--- src/rtl/mem_bist_pkg.sv ---
// rtl/mem_bist_pkg.sv - shared state encoding and expected-data helper for mem_bist_ram
// Contents:
//   MAX_W     widest data word exp_data can produce; callers cast down to their width
//   state_t   BIST sequencer states
//   exp_data  data a fill phase writes and the matching check phase expects
package mem_bist_pkg;

    localparam int MAX_W = 64;

    typedef enum logic [2:0] {
        IDLE,
        FILL0,
        CHK0,
        FILLP,
        CHKP,
        FILLN,
        CHKN,
        DONE
    } state_t;

    // Zero phases use all-zero data. Pattern phases put PATTERN on even addresses
    // and its complement on odd ones. Inverted phases swap the two.
    function automatic logic [MAX_W-1:0] exp_data(
        input state_t           st,
        input logic [MAX_W-1:0] addr,
        input logic [MAX_W-1:0] pat
    );
        logic             odd;
        logic [MAX_W-1:0] r;
        odd = (addr & MAX_W'(1)) != '0;
        case (st)
            FILLP, CHKP: r = odd ? ~pat : pat;
            FILLN, CHKN: r = odd ? pat : ~pat;
            default:     r = '0;
        endcase
        return r;
    endfunction

endpackage

--- src/rtl/bist_sp_ram.sv ---
// rtl/bist_sp_ram.sv - storage array with separate functional and self-test read registers
// Ports:
//   clk, reset            clock, asynchronous active-high reset (read registers only)
//   we, re, addr, wdata   single access port, shared by functional path and BIST
//   bist                  1: a read on this cycle loads bdata, 0: it loads rdata
//   flt_en, flt_addr      fault hook: writes to flt_addr store bit 0 as 1
//   rdata                 registered functional read data, held between reads
//   bdata                 registered BIST read data
module bist_sp_ram #(
    parameter int DATA_W = 8,
    parameter int ADDR_W = 5
) (
    input  logic              clk,
    input  logic              reset,
    input  logic              we,
    input  logic              re,
    input  logic              bist,
    input  logic [ADDR_W-1:0] addr,
    input  logic [DATA_W-1:0] wdata,
    input  logic              flt_en,
    input  logic [ADDR_W-1:0] flt_addr,
    output logic [DATA_W-1:0] rdata,
    output logic [DATA_W-1:0] bdata
);

    localparam int DEPTH = 2 ** ADDR_W;

    logic [DATA_W-1:0] mem [DEPTH];
    logic [DATA_W-1:0] wval;

    always_comb begin
        wval = wdata;
        if (flt_en && (addr == flt_addr)) begin
            wval[0] = 1'b1;
        end
    end

    // Array contents survive reset on purpose.
    always_ff @(posedge clk) begin
        if (we) begin
            mem[addr] <= wval;
        end
    end

    // Reads sample the array before the same-edge write lands (read-before-write).
    // Keeping the BIST read register separate lets rdata hold across a self-test.
    always_ff @(posedge clk or posedge reset) begin
        if (reset) begin
            rdata <= '0;
            bdata <= '0;
        end else if (re) begin
            if (bist) begin
                bdata <= mem[addr];
            end else begin
                rdata <= mem[addr];
            end
        end
    end

endmodule

--- src/rtl/mem_bist_ram.sv ---
// rtl/mem_bist_ram.sv - single-port scratch RAM with a hardware fill/check self-test sequencer
// Optional: BIST_INV_PASS_EN appends an inverted-pattern fill/check pass (FILLN, CHKN).
// Ports:
//   clk, reset              clock, asynchronous active-high reset
//   we, re, addr, wdata     functional access, ignored while busy
//   rdata                   registered read data, valid the cycle after re
//   start                   launches a self-test when idle
//   busy                    self-test owns the array
//   done                    one-cycle pulse in the final sequencer cycle
//   pass                    last self-test saw no mismatch
//   err_cnt                 saturating mismatch count of the last self-test
//   fail_addr, fail_data    address and read value of the first mismatch
//   flt_en, flt_addr        fault hook forwarded to the array
module mem_bist_ram
    import mem_bist_pkg::*;
#(
    parameter int                DATA_W  = 8,
    parameter int                ADDR_W  = 5,
    parameter int                ERR_W   = 8,
    parameter logic [DATA_W-1:0] PATTERN = DATA_W'(8'hAA)
) (
    input  logic              clk,
    input  logic              reset,
    input  logic              we,
    input  logic              re,
    input  logic [ADDR_W-1:0] addr,
    input  logic [DATA_W-1:0] wdata,
    output logic [DATA_W-1:0] rdata,
    input  logic              start,
    output logic              busy,
    output logic              done,
    output logic              pass,
    output logic [ERR_W-1:0]  err_cnt,
    output logic [ADDR_W-1:0] fail_addr,
    output logic [DATA_W-1:0] fail_data,
    input  logic              flt_en,
    input  logic [ADDR_W-1:0] flt_addr
);

    localparam int DEPTH = 2 ** ADDR_W;
    // One extra counter bit gives check phases their trailing drain cycle.
    localparam logic [ADDR_W:0] LAST_FILL = (ADDR_W + 1)'(DEPTH - 1);
    localparam logic [ADDR_W:0] LAST_CHK  = (ADDR_W + 1)'(DEPTH);

    state_t            state;
    state_t            state_nxt;
    logic [ADDR_W:0]   cnt;
    logic              is_fill;
    logic              is_chk;
    logic              phase_end;

    logic [ADDR_W-1:0] b_addr;
    logic              b_we;
    logic              b_re;
    logic [DATA_W-1:0] b_exp;

    logic              ram_we;
    logic              ram_re;
    logic [ADDR_W-1:0] ram_addr;
    logic [DATA_W-1:0] ram_wdata;
    logic [DATA_W-1:0] bdata;

    logic              cmp_vld;
    logic [ADDR_W-1:0] cmp_addr;
    logic [DATA_W-1:0] cmp_exp;
    logic              mismatch;

    assign busy = (state != IDLE);
    assign done = (state == DONE);

    always_ff @(posedge clk or posedge reset) begin
        if (reset) begin
            state <= IDLE;
        end else begin
            state <= state_nxt;
        end
    end

    always_comb begin
        is_fill   = (state == FILL0) || (state == FILLP) || (state == FILLN);
        is_chk    = (state == CHK0) || (state == CHKP) || (state == CHKN);
        phase_end = is_fill ? (cnt == LAST_FILL) : (cnt == LAST_CHK);
        state_nxt = state;
        case (state)
            IDLE:  if (start) state_nxt = FILL0;
            FILL0: if (phase_end) state_nxt = CHK0;
            CHK0:  if (phase_end) state_nxt = FILLP;
            FILLP: if (phase_end) state_nxt = CHKP;
`ifdef BIST_INV_PASS_EN
            CHKP:  if (phase_end) state_nxt = FILLN;
            FILLN: if (phase_end) state_nxt = CHKN;
            CHKN:  if (phase_end) state_nxt = DONE;
`else
            CHKP:  if (phase_end) state_nxt = DONE;
`endif
            DONE:  state_nxt = IDLE;
            default: state_nxt = IDLE;
        endcase
    end

    // Restarting at zero on every state change keeps each phase aligned to address 0.
    always_ff @(posedge clk or posedge reset) begin
        if (reset) begin
            cnt <= '0;
        end else if (state_nxt != state) begin
            cnt <= '0;
        end else if (state != IDLE) begin
            cnt <= cnt + 1'b1;
        end
    end

    always_comb begin
        b_addr = cnt[ADDR_W-1:0];
        b_we   = is_fill;
        b_re   = is_chk && !cnt[ADDR_W];
        b_exp  = DATA_W'(exp_data(state, MAX_W'(b_addr), MAX_W'(PATTERN)));
    end

    // The sequencer takes the port whenever it is busy; in IDLE, including the
    // start cycle, the functional access goes through untouched.
    always_comb begin
        ram_we    = busy ? b_we : we;
        ram_re    = busy ? b_re : re;
        ram_addr  = busy ? b_addr : addr;
        ram_wdata = busy ? b_exp : wdata;
    end

    bist_sp_ram #(
        .DATA_W (DATA_W),
        .ADDR_W (ADDR_W)
    ) u_ram (
        .clk      (clk),
        .reset    (reset),
        .we       (ram_we),
        .re       (ram_re),
        .bist     (busy),
        .addr     (ram_addr),
        .wdata    (ram_wdata),
        .flt_en   (flt_en),
        .flt_addr (flt_addr),
        .rdata    (rdata),
        .bdata    (bdata)
    );

    // Expected value and address travel one stage alongside the registered read.
    always_ff @(posedge clk or posedge reset) begin
        if (reset) begin
            cmp_vld  <= 1'b0;
            cmp_addr <= '0;
            cmp_exp  <= '0;
        end else begin
            cmp_vld  <= b_re;
            cmp_addr <= b_addr;
            cmp_exp  <= b_exp;
        end
    end

    assign mismatch = cmp_vld && (bdata != cmp_exp);

    always_ff @(posedge clk or posedge reset) begin
        if (reset) begin
            err_cnt   <= '0;
            fail_addr <= '0;
            fail_data <= '0;
            pass      <= 1'b0;
        end else if ((state == IDLE) && start) begin
            err_cnt   <= '0;
            fail_addr <= '0;
            fail_data <= '0;
            pass      <= 1'b0;
        end else begin
            if (mismatch) begin
                if (err_cnt != '1) begin
                    err_cnt <= err_cnt + 1'b1;
                end
                if (err_cnt == '0) begin
                    fail_addr <= cmp_addr;
                    fail_data <= bdata;
                end
            end
            // The final compare has already landed in err_cnt by the DONE cycle.
            if (state == DONE) begin
                pass <= (err_cnt == '0);
            end
        end
    end

endmodule
--- config.mk ---
export PLATFORM = sky130hd
export DESIGN_NAME = mem_bist_ram
export DESIGN_NICKNAME = d
export VERILOG_FILES = /design/src/rtl/mem_bist_pkg.sv /design/src/rtl/bist_sp_ram.sv /design/src/rtl/mem_bist_ram.sv
export SDC_FILE = /design/constraint.sdc
export NUM_CORES = 1
export LEC_CHECK = 0
export BUFFER_PORTS_ARGS = -buffer_cell sky130_fd_sc_hd__buf_2
export CAP_MARGIN = 40
export CORE_UTILIZATION = 33
export DETAILED_ROUTE_END_ITERATION = 7
export HOLD_SLACK_MARGIN = 0.08
export PLACE_DENSITY = 0.53
export REMOVE_ABC_BUFFERS = 1
export SLEW_MARGIN = 20
export SYNTH_ARGS = -nofsm -noshare
export SYNTH_HDL_FRONTEND = slang
export SYNTH_SLANG_ARGS = --single-unit
--- constraint.sdc ---
create_clock -name clk -period 6.1 [get_ports clk]
set_clock_uncertainty 0.15 [all_clocks]
set_input_delay 1.22 -clock clk [delete_from_list [all_inputs] [get_ports clk]]
set_output_delay 1.22 -clock clk [all_outputs]
set_load 0.005 [all_outputs]
==> impl_metrics.csv, run 1 <==
group,metric,value,unit
floorplan,die_w,212,µm
timing,hold_ws,337,ps
cells_and_area,layout-drive-gt1-share,0.171,
synth,ys_seq_area_frac,0.623,
clock_network,cts_sinks,311,
clock_network,cts-buffers-inserted,35,
power,power.total,4.38,mW
synth,yosys.area.top_type_share,0.528,
synth,synthesis.area,14600,µm²
synth,synth_seq_cells,311,
worst_setup_path,cp-start-kind,"flip-flop",
clock_network,clkTransAtPathRegs,60,ps
routing,drc,0,
floorplan,die_area,45000,µm²
floorplan,ios,56,
timing,relSlewSlack,0.432,
worst_setup_path,critPathRequiredTime,6100,ps
placement,placed_cell_area,15600,µm²
cells_and_area,syn_to_final_growth,15.3,%
clock_network,root_buffer,"clkbuf_16",
synth,syn-instance-count,1055,
global_routing,grt_overflow,0,
placement,routabilityCongestion,0.884,
flow_run,drv_cap,0,
synth,synth-edff-count,256,
synth,yosys_most_used_dff,"edfxtp_1",
cells_and_area,nets,1160,
placement,hpwl,27500,µm
synth,yosysUniqueCellTypes,64,
timing,rsz0062_at_grt,"no",
global_routing,grt_pass1_wl,62500,µm
routing,post_drt_wl_per_cell,24.3,µm
synth,syn_avg_cell_area,13.8,µm²
power,ir_drop,137,µV
placement,portBuffers,55,
timing,fmax,244,MHz
global_routing,grt_max_degree,56,
timing,setup_viol,0,
synth,ys_warn_count,0,
synth,yosys-top-cells-area,"edfxtp_1 53%, mux2i_1 13%, dfrtp_1 9.5%",
cells_and_area,num_antenna_cells,0,
cells_and_area,final_cell_area,16800,µm²
clock_network,post_cts_buffers,0,
worst_setup_path,worst-path-max-fanout,35,
routing,avgViaCountPerCell,5.47,
synth,async_flop_share,0.177,
synth,synth_top_area_cell,"edfxtp_1",
clock_network,cts_resized,0,
timing,tightest_slew,831,ps
floorplan,fp.coreArea,43300,µm²
floorplan,num_rows,76,
clock_network,cts.path.max_buffers,3,
synth,synthTopCellsByCount,"256 x edfxtp_1, 195 x mux2i_1, 90 x nor2_1",
min_path,hp-class,"reg2reg",
global_routing,antenna_found_initial,0,
worst_setup_path,end_kind,"flip-flop",
power,powerDensity,261,nW/µm²
timing,min_period,4110,ps
timing,hold_violations,0,
worst_setup_path,arrival,4100,ps
synth,yosysMostFrequentCell,"edfxtp_1",
clock_network,cts_tree,"built",
floorplan,die_h,212,µm
power,leakage,4.91,nW
routing,ant_nets,0,
routing,dr.pass1.iters,5,
global_routing,grt_use_total,0.190,
global_routing,grt_pass1_vias,9307,
routing,wirelength,42200,µm
run_status,outcome,"finished clean",
routing,num_vias,9524,
routing,drtIter0Drc,764,
floorplan,floorplan.initialDensity,0.336,
timing,finalCritPeriodShare,0.673,
clock_network,cts-htree-levels,2,
clock_network,insertion_delay,530,ps
worst_setup_path,worstSetupPathType,"reg2reg",
timing,maxSlewViolCount,0,
timing,tns,0,ps
clock_network,hold_buffers,0,
## placed cells by master, fill, tap and decap left out, types with 11 or more instances in the layout
cell type	count
nand2_1	35
nand4_1	11
dfrtp_1	54
nor2b_1	45
clkbuf_1	13
buf_2	56
a2111oi_0	24
xor2_1	11
a21oi_1	19
a211oi_1	47
a31oi_1	18
o22ai_1	27
nor2_1	90
clkbuf_16	35
edfxtp_1	256
mux2i_1	194
buf_4	48
## cells by family (layout without fill, tap and decap cells)
group                    after synthesis  after routing  synth area share
flip-flops                           311            311             0.623
AND/OR/NAND/NOR                      249            249            0.0913
multiplexers                         211            211             0.149
AO/OA/AOI/OAI                        181            181            0.0932
buffers and inverters                 82            184            0.0309
XOR/XNOR                              18             18            0.0108
adder cells (fa/ha/maj)                3              3           0.00258
## metal layers
metal | vias to the layer above | track usage | part of all wire
met5 | - | 0 | 0
met4 | 0 | 0.0572 | 0.026
li1 | 4260 | - | -
met3 | 67 | 0.0313 | 0.069
met2 | 350 | 0.290 | 0.45
met1 | 4847 | 0.277 | 0.46
## registers in the layout, summed over array words and instances, names as in the netlist
name         flops
cmp_addr         5
cmp_exp          2
cmp_vld          1
cnt              6
err_cnt          8
fail_addr        5
fail_data        8
pass             1
state            3
u_ram.bdata      8
u_ram.mem      256
u_ram.rdata      8
## cell type report
| class | instances | area, µm² |
|---|---|---|
| fillers | 4073 | 26500 |
| multi-input cells | 662 | 5090 |
| flip-flops and latches | 311 | 9070 |
| inverters | 7 | 26.3 |
| well taps | 585 | 732 |
| clock buffers | 51 | 966 |
| clock inverters | 10 | 126 |
| repair buffers | 116 | 772 |
## per-stage QoR
stage	std cells	utilization	setup slack, ps
2_1_floorplan	980	-	691
3_3_place_gp	1652	0.357	1640
3_5_place_dp	1667	0.360	1660
4_1_cts	1728	0.385	1920
5_1_grt	1742	0.388	1780
6_report	1742	0.388	1990
## critical path, stage by stage (launching register included)
cell,delay (ps)
dfrtp_1,580
nor3_4,280
buf_4,460
mux2i_4,750
nand3_1,660
nor2_1,850
## report_power, final
group          internal (mW)  switching (mW)  leakage [nW]
Clock                   1.22           0.828         0.525
Combinational         0.0182          0.0362          2.04
Sequential              2.27               0          2.34
## path summary, 6_finish.rpt
check	cells after the start	to	start	slack, ps
max	5	u_ram.mem[24][5]$_DFFE_PP_	state[2]$_DFF_PP0_	1990
min	2	fail_addr[4]$_DFFE_PP0P_	cmp_addr[4]$_DFF_PP0_	340
max reg2reg	5	u_ram.mem[24][5]$_DFFE_PP_	state[2]$_DFF_PP0_	1990
min reg2reg	2	fail_addr[4]$_DFFE_PP0P_	cmp_addr[4]$_DFF_PP0_	340
max in group asynchronous	3	cnt[0]$_DFFE_PP0P_	reset	4470
min in group asynchronous	3	fail_data[6]$_DFFE_PP0P_	reset	760
Power figures use the tool's default switching activity.
==> run 2: changes to the inputs <==
--- a/config.mk
+++ b/config.mk
@@ -5,6 +5,7 @@
 export SDC_FILE = /design/constraint.sdc
 export NUM_CORES = 1
 export LEC_CHECK = 0
+export ABC_AREA = 1
 export BUFFER_PORTS_ARGS = -buffer_cell sky130_fd_sc_hd__buf_2
 export CAP_MARGIN = 40
 export CORE_UTILIZATION = 33
==> constraint.sdc (replaced) <==
create_clock -name clk -period 4.1 [get_ports clk]
set_clock_uncertainty 0.15 [all_clocks]
set_input_delay 0.82 -clock clk [delete_from_list [all_inputs] [get_ports clk]]
set_output_delay 0.82 -clock clk [all_outputs]
set_load 0.005 [all_outputs]
==> run 2 against run 1 <==
  * Global-route usage decreased by 1.4 points
  * Largest power group unchanged
  * Register-to-register slack worse by 1200 ps
  * Fmax up 26%
  * First-iteration DRC count rose by 5.8%
==> impl_metrics.csv, run 2 <==
group,metric,value,unit
synth,yosys-top-cells-area,"edfxtp_1 56%, nand2_1 19%, dfrtp_1 10%",
power,powerDensity,410,nW/µm²
timing,hold_ws,192,ps
worst_setup_path,path_common_cell,"nand2_1",
worst_setup_path,worst-path-max-fanout,16,
floorplan,die_area,42200,µm²
clock_network,cts_sinks,311,
min_path,hp-class,"in2async",
cells_and_area,layout_commonest_cell,"nand2_1",
floorplan,die_h,205,µm
floorplan,num_rows,74,
timing,maxSlewViolCount,0,
timing,layout_setup_ws,835,ps
cells_and_area,fill_cells,4032,
cells_and_area,top_register,"u_ram.mem",
cells_and_area,multi_input_area,4170,µm²
cells_and_area,final_cell_area,15900,µm²
floorplan,ios,56,
worst_setup_path,arrival,3260,ps
worst_setup_path,critPathRequiredTime,4100,ps
global_routing,antenna_found_initial,0,
timing,hold_violations,0,
floorplan,floorplan.initialDensity,0.334,
synth,yosys.area.top_type_share,0.563,
synth,ys_seq_area_frac,0.664,
global_routing,grt_max_degree,130,
cells_and_area,fin_cells,2039,
timing,setup_viol,0,
flow_run,drv_cap,0,
cells_and_area,final_cell_mix,"674 x nand2_1, 256 x edfxtp_1, 174 x nand3_1, 70 x nor2_1",
synth,yosys_most_used_dff,"edfxtp_1",
floorplan,fp.coreArea,40800,µm²
cells_and_area,largest_reg_flops,256,
routing,avgViaCountPerCell,4.83,
cells_and_area,num_antenna_cells,0,
worst_setup_path,cpLargestDelayFamily,"simple AND/OR/NAND/NOR gates",
global_routing,grt_pass1_vias,9444,
routing,ant_nets,0,
placement,portBuffers,55,
worst_setup_path,crit_path_top_delay_cell,"nor2_1",
global_routing,grt_overflow,0,
placement,preCtsSetupSlack,829,ps
worst_setup_path,cp-start-kind,"flip-flop",
clock_network,cts-htree-levels,2,
power,leakage,6.32,nW
clock_network,hold_buffers,0,
synth,ys_warn_count,0,
synth,yosysMostFrequentCell,"nand2_1",
clock_network,clkTransAtPathRegs,60,ps
synth,synth-edff-count,256,
timing,finalCritPeriodShare,0.796,
cells_and_area,nets,1508,
clock_network,cts_tree,"built",
clock_network,cts-buffers-inserted,35,
synth,yosysUniqueCellTypes,32,
synth,async_flop_share,0.177,
clock_network,cts.path.max_buffers,3,
synth,synthTopCellsByCount,"676 x nand2_1, 256 x edfxtp_1, 175 x nand3_1",
routing,wirelength,36500,µm
clock_network,cts_resized,0,
timing,min_period,3270,ps
cells_and_area,syn_to_final_growth,16.5,%
synth,synth_seq_cells,311,
cells_and_area,finalCoreUtilization,0.390,
timing,fmax,306,MHz
worst_setup_path,r2r_slack,830,ps
placement,hpwl,22000,µm
timing,rsz0062_at_grt,"no",
worst_setup_path,worstPathBufferInverterCount,3,
routing,drtIter0Drc,808,
floorplan,die_w,205,µm
timing,tightest_slew,748,ps
cells_and_area,ff_latch_area,9060,µm²
worst_setup_path,path_cells,"nor2_2, nand2_1, inv_4, nand2_1, nand2_4, inv_2, nor3_4, inv_1, nor2_1",
power,power.total,6.53,mW
synth,syn_avg_cell_area,9.76,µm²
power,ir_drop,192,µV
routing,num_vias,9845,
timing,relSlewSlack,0.501,
synth,synthesis.area,13600,µm²
clock_network,post_cts_buffers,0,
worst_setup_path,end_kind,"flip-flop",
routing,drc,0,
run_status,outcome,"finished clean",
worst_setup_path,worstSetupPathType,"reg2reg",
placement,routabilityCongestion,0.844,
placement,placed_cell_area,14800,µm²
placement,dp_cells,1976,
routing,post_drt_wl_per_cell,17.9,µm
synth,synth_top_area_cell,"edfxtp_1",
global_routing,grt_pass1_wl,56300,µm
synth,syn-instance-count,1399,
worst_setup_path,slowest_delay,520,ps
timing,tns,0,ps
cells_and_area,layout-drive-gt1-share,0.115,
routing,dr.pass1.iters,5,
global_routing,grt_use_total,0.176,
clock_network,root_buffer,"clkbuf_16",
clock_network,insertion_delay,530,ps
## run 2: cell types whose count changed after synthesis, moves of 20 or more
cell,delta
a2111oi_0,-27
nor2_1,-20
a211oi_1,-47
mux2i_1,-195
nor2b_1,-45
o22ai_1,-27
nand3_1,+167
inv_1,+28
nand2_1,+641
## run 2: path summary, 6_finish.rpt
check	start	endpoint	depth (start not counted)
min in group clk	cnt[4]$_DFFE_PP0P_	cmp_addr[4]$_DFF_PP0_	0
worst min-delay path	reset	u_ram.rdata[5]$_DFFE_PP0P_	2
max in group asynchronous	reset	state[0]$_DFF_PP0_	3
worst max-delay path	state[0]$_DFF_PP0_	u_ram.mem[15][7]$_DFFE_PP_	9
worst max register to register	state[0]$_DFF_PP0_	u_ram.mem[15][7]$_DFFE_PP_	9
worst min register to register	cnt[4]$_DFFE_PP0P_	cmp_addr[4]$_DFF_PP0_	0
## run 2: where the power goes
part / switching, mW / internal (mW)
clock: 1.25 / 1.86
sequential: 0 / 3.38
combinational: 0.0222 / 0.0102
## run 2: area by class of cell
class	instances	share of cell area
clock buffers	45	0.0588
clock inverters	18	0.0121
inverters	39	0.00936
multi-input cells	985	0.262
flip-flops and latches	311	0.570
well taps	532	0.0418
repair buffers	109	0.0459
## run 2: logic make-up (layout without fill, tap and decap cells)
logic type | after synthesis | count (layout) | synth area share
simple gates | 947 | 947 | 0.283
flops | 311 | 311 | 0.664
buf+inv | 103 | 211 | 0.0324
compound gates | 26 | 26 | 0.0117
xor+xnor | 9 | 9 | 0.00578
fa+ha+maj | 3 | 3 | 0.00275
## run 2: layer usage
metal / GRT usage / part of all wire
met2: 0.275 / 0.45
met5: 0 / 0
met3: 0.0320 / 0.057
met1: 0.247 / 0.46
met4: 0.0569 / 0.028
